--- src/rtl/addsub_pipe.sv ---
// Pipelined N-bit two's-complement adder/subtractor: the carry chain is cut into
// STAGES chunks of W bits, one registered chunk per stage, with valid/ready flow control.
`timescale 1ns/1ps
module addsub_pipe #(
    parameter int N      = 8,
    parameter int STAGES = 2
) (
    input  logic         clk,
    input  logic         rst_n,
    input  logic         in_valid,
    output logic         in_ready,
    input  logic [N-1:0] a,
    input  logic [N-1:0] b,
    input  logic         m,
    output logic         out_valid,
    input  logic         out_ready,
    output logic [N-1:0] sum,
    output logic         cout,
    output logic         ovf,
    output logic         zero,
    output logic         neg
);

    localparam int W    = N / STAGES;
    localparam int LAST = STAGES - 1;

    // Per-stage beat state: operands travel along so later chunks can still use them.
    logic [N-1:0]      r_a   [STAGES];
    logic [N-1:0]      r_bx  [STAGES];
    logic [N-1:0]      r_sum [STAGES];
    logic [STAGES-1:0] r_v;
    logic [STAGES-1:0] r_c;
    logic              r_cm;

    logic [N-1:0]      w_a_src   [STAGES];
    logic [N-1:0]      w_bx_src  [STAGES];
    logic [N-1:0]      w_sum_src [STAGES];
    logic [N-1:0]      w_sum_nxt [STAGES];
    logic [W:0]        w_chunk   [STAGES];
    logic [STAGES-1:0] w_cin;
    logic [STAGES-1:0] w_vin;
    logic [STAGES-1:0] w_adv;
    logic [STAGES-1:0] w_load;
    logic              w_cm_nxt;

    // Select each stage's inputs: ports feed stage 0, the previous stage feeds the rest.
    always_comb begin
        w_a_src[0]   = a;
        w_bx_src[0]  = b ^ {N{m}};
        w_sum_src[0] = {N{1'b0}};
        w_cin[0]     = m;
        w_vin[0]     = in_valid;
        for (int k = 1; k < STAGES; k++) begin
            w_a_src[k]   = r_a[k-1];
            w_bx_src[k]  = r_bx[k-1];
            w_sum_src[k] = r_sum[k-1];
            w_cin[k]     = r_c[k-1];
            w_vin[k]     = w_adv[k-1];
        end
    end

    // Chunk adders; the carry into the MSB is recovered from the MSB sum bit.
    always_comb begin
        for (int k = 0; k < STAGES; k++) begin
            w_chunk[k] = {1'b0, w_a_src[k][k*W +: W]}
                       + {1'b0, w_bx_src[k][k*W +: W]}
                       + {{W{1'b0}}, w_cin[k]};
            w_sum_nxt[k]             = w_sum_src[k];
            w_sum_nxt[k][k*W +: W]   = w_chunk[k][W-1:0];
        end
        w_cm_nxt = w_chunk[LAST][W-1] ^ w_a_src[LAST][N-1] ^ w_bx_src[LAST][N-1];
    end

    // Advance chain runs back from the output so a full pipe can drain and fill in one cycle.
    always_comb begin
        w_adv        = {STAGES{1'b0}};
        w_load       = {STAGES{1'b0}};
        w_adv[LAST]  = r_v[LAST] && out_ready;
        w_load[LAST] = !r_v[LAST] || w_adv[LAST];
        for (int k = LAST - 1; k >= 0; k--) begin
            w_adv[k]  = r_v[k] && w_load[k+1];
            w_load[k] = !r_v[k] || w_adv[k];
        end
    end

    // Stage registers: a free stage takes whatever its source offers this cycle.
    always_ff @(posedge clk or negedge rst_n) begin
        if (!rst_n) begin
            r_v  <= {STAGES{1'b0}};
            r_c  <= {STAGES{1'b0}};
            r_cm <= 1'b0;
            for (int k = 0; k < STAGES; k++) begin
                r_a[k]   <= {N{1'b0}};
                r_bx[k]  <= {N{1'b0}};
                r_sum[k] <= {N{1'b0}};
            end
        end else begin
            for (int k = 0; k < STAGES; k++) begin
                if (w_load[k]) begin
                    r_v[k] <= w_vin[k];
                    if (w_vin[k]) begin
                        r_a[k]   <= w_a_src[k];
                        r_bx[k]  <= w_bx_src[k];
                        r_sum[k] <= w_sum_nxt[k];
                        r_c[k]   <= w_chunk[k][W];
                    end
                end
            end
            if (w_load[LAST] && w_vin[LAST]) begin
                r_cm <= w_cm_nxt;
            end
        end
    end

    assign in_ready  = w_load[0];
    assign out_valid = r_v[LAST];
    assign sum       = r_sum[LAST];
    assign cout      = r_c[LAST];
    assign ovf       = r_cm ^ r_c[LAST];
    assign zero      = (r_sum[LAST] == {N{1'b0}});
    assign neg       = r_sum[LAST][N-1];

endmodule

--- config.mk ---
export PLATFORM = sky130hd
export DESIGN_NAME = addsub_pipe
export DESIGN_NICKNAME = d
export VERILOG_FILES = /design/src/rtl/addsub_pipe.sv
export SDC_FILE = /design/constraint.sdc
export NUM_CORES = 1
export LEC_CHECK = 0
export BUFFER_PORTS_ARGS = -buffer_cell sky130_fd_sc_hd__buf_2
export CORE_MARGIN = 2
export CORE_UTILIZATION = 50
export DETAILED_ROUTE_END_ITERATION = 10
export GPL_TIMING_DRIVEN = 0
export PLACE_DENSITY = 0.75
export SYNTH_ARGS = -nofsm -noshare
export SYNTH_HDL_FRONTEND = slang
export SYNTH_SLANG_ARGS = --single-unit
--- constraint.sdc ---
create_clock -name clk -period 2.6 [get_ports clk]
set_input_delay 0.39 -clock clk [delete_from_list [all_inputs] [get_ports clk]]
set_output_delay 0.39 -clock clk [all_outputs]
set_load 0.005 [all_outputs]
==> impl_metrics.tcl <==
set metrics [dict create \
    outcome "complete, no violations" \
    postLayoutCellArea_um2 1595 \
    via_count 903 \
    fin_crit_sh_pct 73.08 \
    grt_usage_pct 14.82 \
    antenna_found_initial 0 \
    min_period_ns 1.900 \
    hold_ws_ns 0.02594 \
    core_um2 2522 \
    combPwrFrac_pct 38.7 \
    clkTransAtPathRegs_ns 0.14 \
    postCtsHoldBufs 0 \
    fmax_mhz 526.3 \
    synth.avg_cell_area_um2 11.45 \
    synth.distinct_cells 21 \
    ff2ff_setup_slack_ns 0.91 \
    synth_top_area_share_pct 45.91 \
    yosys-mux-area-fraction_pct 10.19 \
    ant_nets 0 \
    synthSimpleGateAreaFrac_pct 7.163 \
    clk_latency_ns 0.32 \
    synth_fp_nets 149 \
    synth_compound_area_share_pct 9.275 \
    synthToLayoutAreaGrowth_pct 17.08 \
    die_area_um2 3158 \
    p_leak_nw 0.7920 \
    vias_per_cell 4.855 \
    yosys_warnings 0 \
    grt_start_max_net_pins 26 \
    synthAdderAreaFrac_pct 9.917 \
    rsz0062_at_grt "false" \
    grt_pass1_wl_um 3684 \
    syn-cell-area_um2 1363 \
    cp.required_ns 2.21 \
    cts_made_buffers 3 \
    diodes 0 \
    tightest_slew_ns 0.5301 \
    synth_edf_count 0 \
    relSlewSlack_pct 64.66 \
    p_per_area_nw_per_um2 767.9 \
    fin_nets 187 \
    setup_violations 0 \
    finClkSkew_ns 0.006975 \
    ir_worst_vdd_v 0.0004441 \
    post_cts_buffers 0 \
    place_worst_setup_slack_ns 0.7380 \
    gp_congestion 0.7109 \
    syn-instance-count 119 \
    dpl_cell_area_um2 1565 \
    setup_slack_ns 0.6998 \
    htreeDepth 1 \
    reg2reg_to "r_c[1]" \
    cts-resized-gates 0 \
    synth-xor-area-share_pct 10.28 \
    p_int_mw 0.8416 \
    r2r_cells 7 \
    initial_core_util_pct 54.02 \
    setup_tns_ns 0 \
    synth_top_family_by_area "XOR/XNOR gates" \
    worstPathMaxFanout 3 \
    clockBufferDepth 2 \
    synth_seq_cells 25 \
    drc 0 \
    synth_async_sr_flop_share_pct 100.0 \
    grt.overflow.total 0 \
    hold_path_class "input port to async pin" \
    setup.worst_path.class "flop to primary output" \
    worst_setup_path_start_kind "flop" \
    ios 35 \
    yosysTopAreaCell "dfrtp_1" \
    wl_per_cell_um 11.38 \
    ys_top_cells_by_area "dfrtp_1 46%, mux2_2 9.1%, ha_1 5.5%" \
    cts_tree "built" \
    clockRootBuffer "clkbuf_4" \
    max_cap_viol_count 0 \
    seqPwrFrac_pct 46.9 \
    endpoint_kind "primary output" \
    hpwl_um 1698 \
    clock_sinks 25 \
    routed_wl_um 2116 \
    die_h_um 56.20 \
    port_buffers 33 \
    grt_pass1_vias 895 \
    drtIter0Drc 6 \
    maxSlewViolCount 0 \
    clkPwrFrac_pct 14.4 \
    synth_ff_type "dfrtp_1" \
    switchingPower_mw 0.3834 \
    finalHoldViolCount 0 \
    ys_seq_area_share_pct 45.91 \
    swShare_pct 31.30 \
    drive_gt1_share_pct 38.46 \
    drt_pass1_iterations 4 \
    fp-row-count 18 \
    chipWidth_um 56.20 \
    r2r_start "r_a[12]" \
    crit_arrival_ns 1.51 \
]
==> critical path: stages, from the launching register on <==
cell     delay, ns
dfrtp_1       0.41
or4_1         0.55
nor2_1        0.12
buf_2         0.12
==> routing by layer <==
metal  global-route usage, %  share of wire [%]  vias to the layer above  wire length (um)
met5                       0                  0                        -                 0
met4                   7.823                2.2                        0                46
met3                   2.791                6.0                        5               126
met2                   24.87                 46                       30               977
met1                   17.94                 46                      405               967
li1                        -                  -                      463                 -
==> through the flow <==
stage	utilization, %	power [mW]	cells
5_1_grt	63.24	1.326	186
4_1_cts	63.24	1.245	186
3_5_place_dp	62.05	1.068	182
6_report	63.24	1.225	186
2_1_floorplan	-	0.9053	119
3_3_place_gp	62.05	1.048	182
==> synth_stat cells, drive strengths merged (3+ instances only) <==
library cell,n
dfrtp,25
buf,10
mux2,12
xor2,8
a21oi,4
nand2,13
fa,3
inv,4
xnor2,8
ha,6
o21ai,11
a21o,4
nand2b,3
==> power by group through the flow <==
stage | Sequential, mW | Combinational (mW) | Clock (mW)
6_report | 0.575 | 0.474 | 0.176
5_1_grt | 0.595 | 0.537 | 0.194
4_1_cts | 0.577 | 0.484 | 0.184
3_5_place_dp | 0.587 | 0.481 | 0
3_3_place_gp | 0.579 | 0.469 | 0
2_1_floorplan | 0.566 | 0.339 | 0
==> placed cells by master, fill, tap and decap left out, drive strengths merged <==
cell type,instances
dfrtp,25
a21oi,4
nand2,13
or4,2
clkinvlp,1
xnor2,8
xor2,8
clkbuf,5
ha,6
a31oi,1
fa,3
o21ai,11
nor2,2
buf,43
a21o,4
inv,4
nand2b,3
nand3b,1
mux2,12
==> sequential cells by signal, indices dropped and copies added (netlist names) <==
register / count
r_v: 2
r_cm: 1
sum: 8
r_a: 4
r_bx: 4
r_c: 2
r_sum: 4
==> worst max-delay path by stage <==
stage	from	to	cells past startpoint
floorplan	m	r_sum[11]	7
global placement	m	r_sum[11]	7
detailed placement	m	r_sum[11]	7
CTS	sum[5]	zero	3
global route	sum[5]	zero	3
finish	sum[5]	zero	3
==> layout make-up <==
cell class	instances	area (um^2)
multi-input cells	78	638.1
flip-flops and latches	25	625.6
clock buffers	3	22.52
plain buffers	12	83.83
well taps	30	37.54
inverters	4	15.01
clock inverters	1	7.507
fillers	223	927.1
repair buffers	33	165.2
==> cell families after synthesis <==
group,Yosys count
AND/OR/NAND/NOR,21
AO/OA/AOI/OAI,20
buffers and inverters,16
flip-flops,25
multiplexers,12
XOR/XNOR,16
adder cells (fa/ha/maj),9
Note: power is estimated with default switching activity, not from simulation.
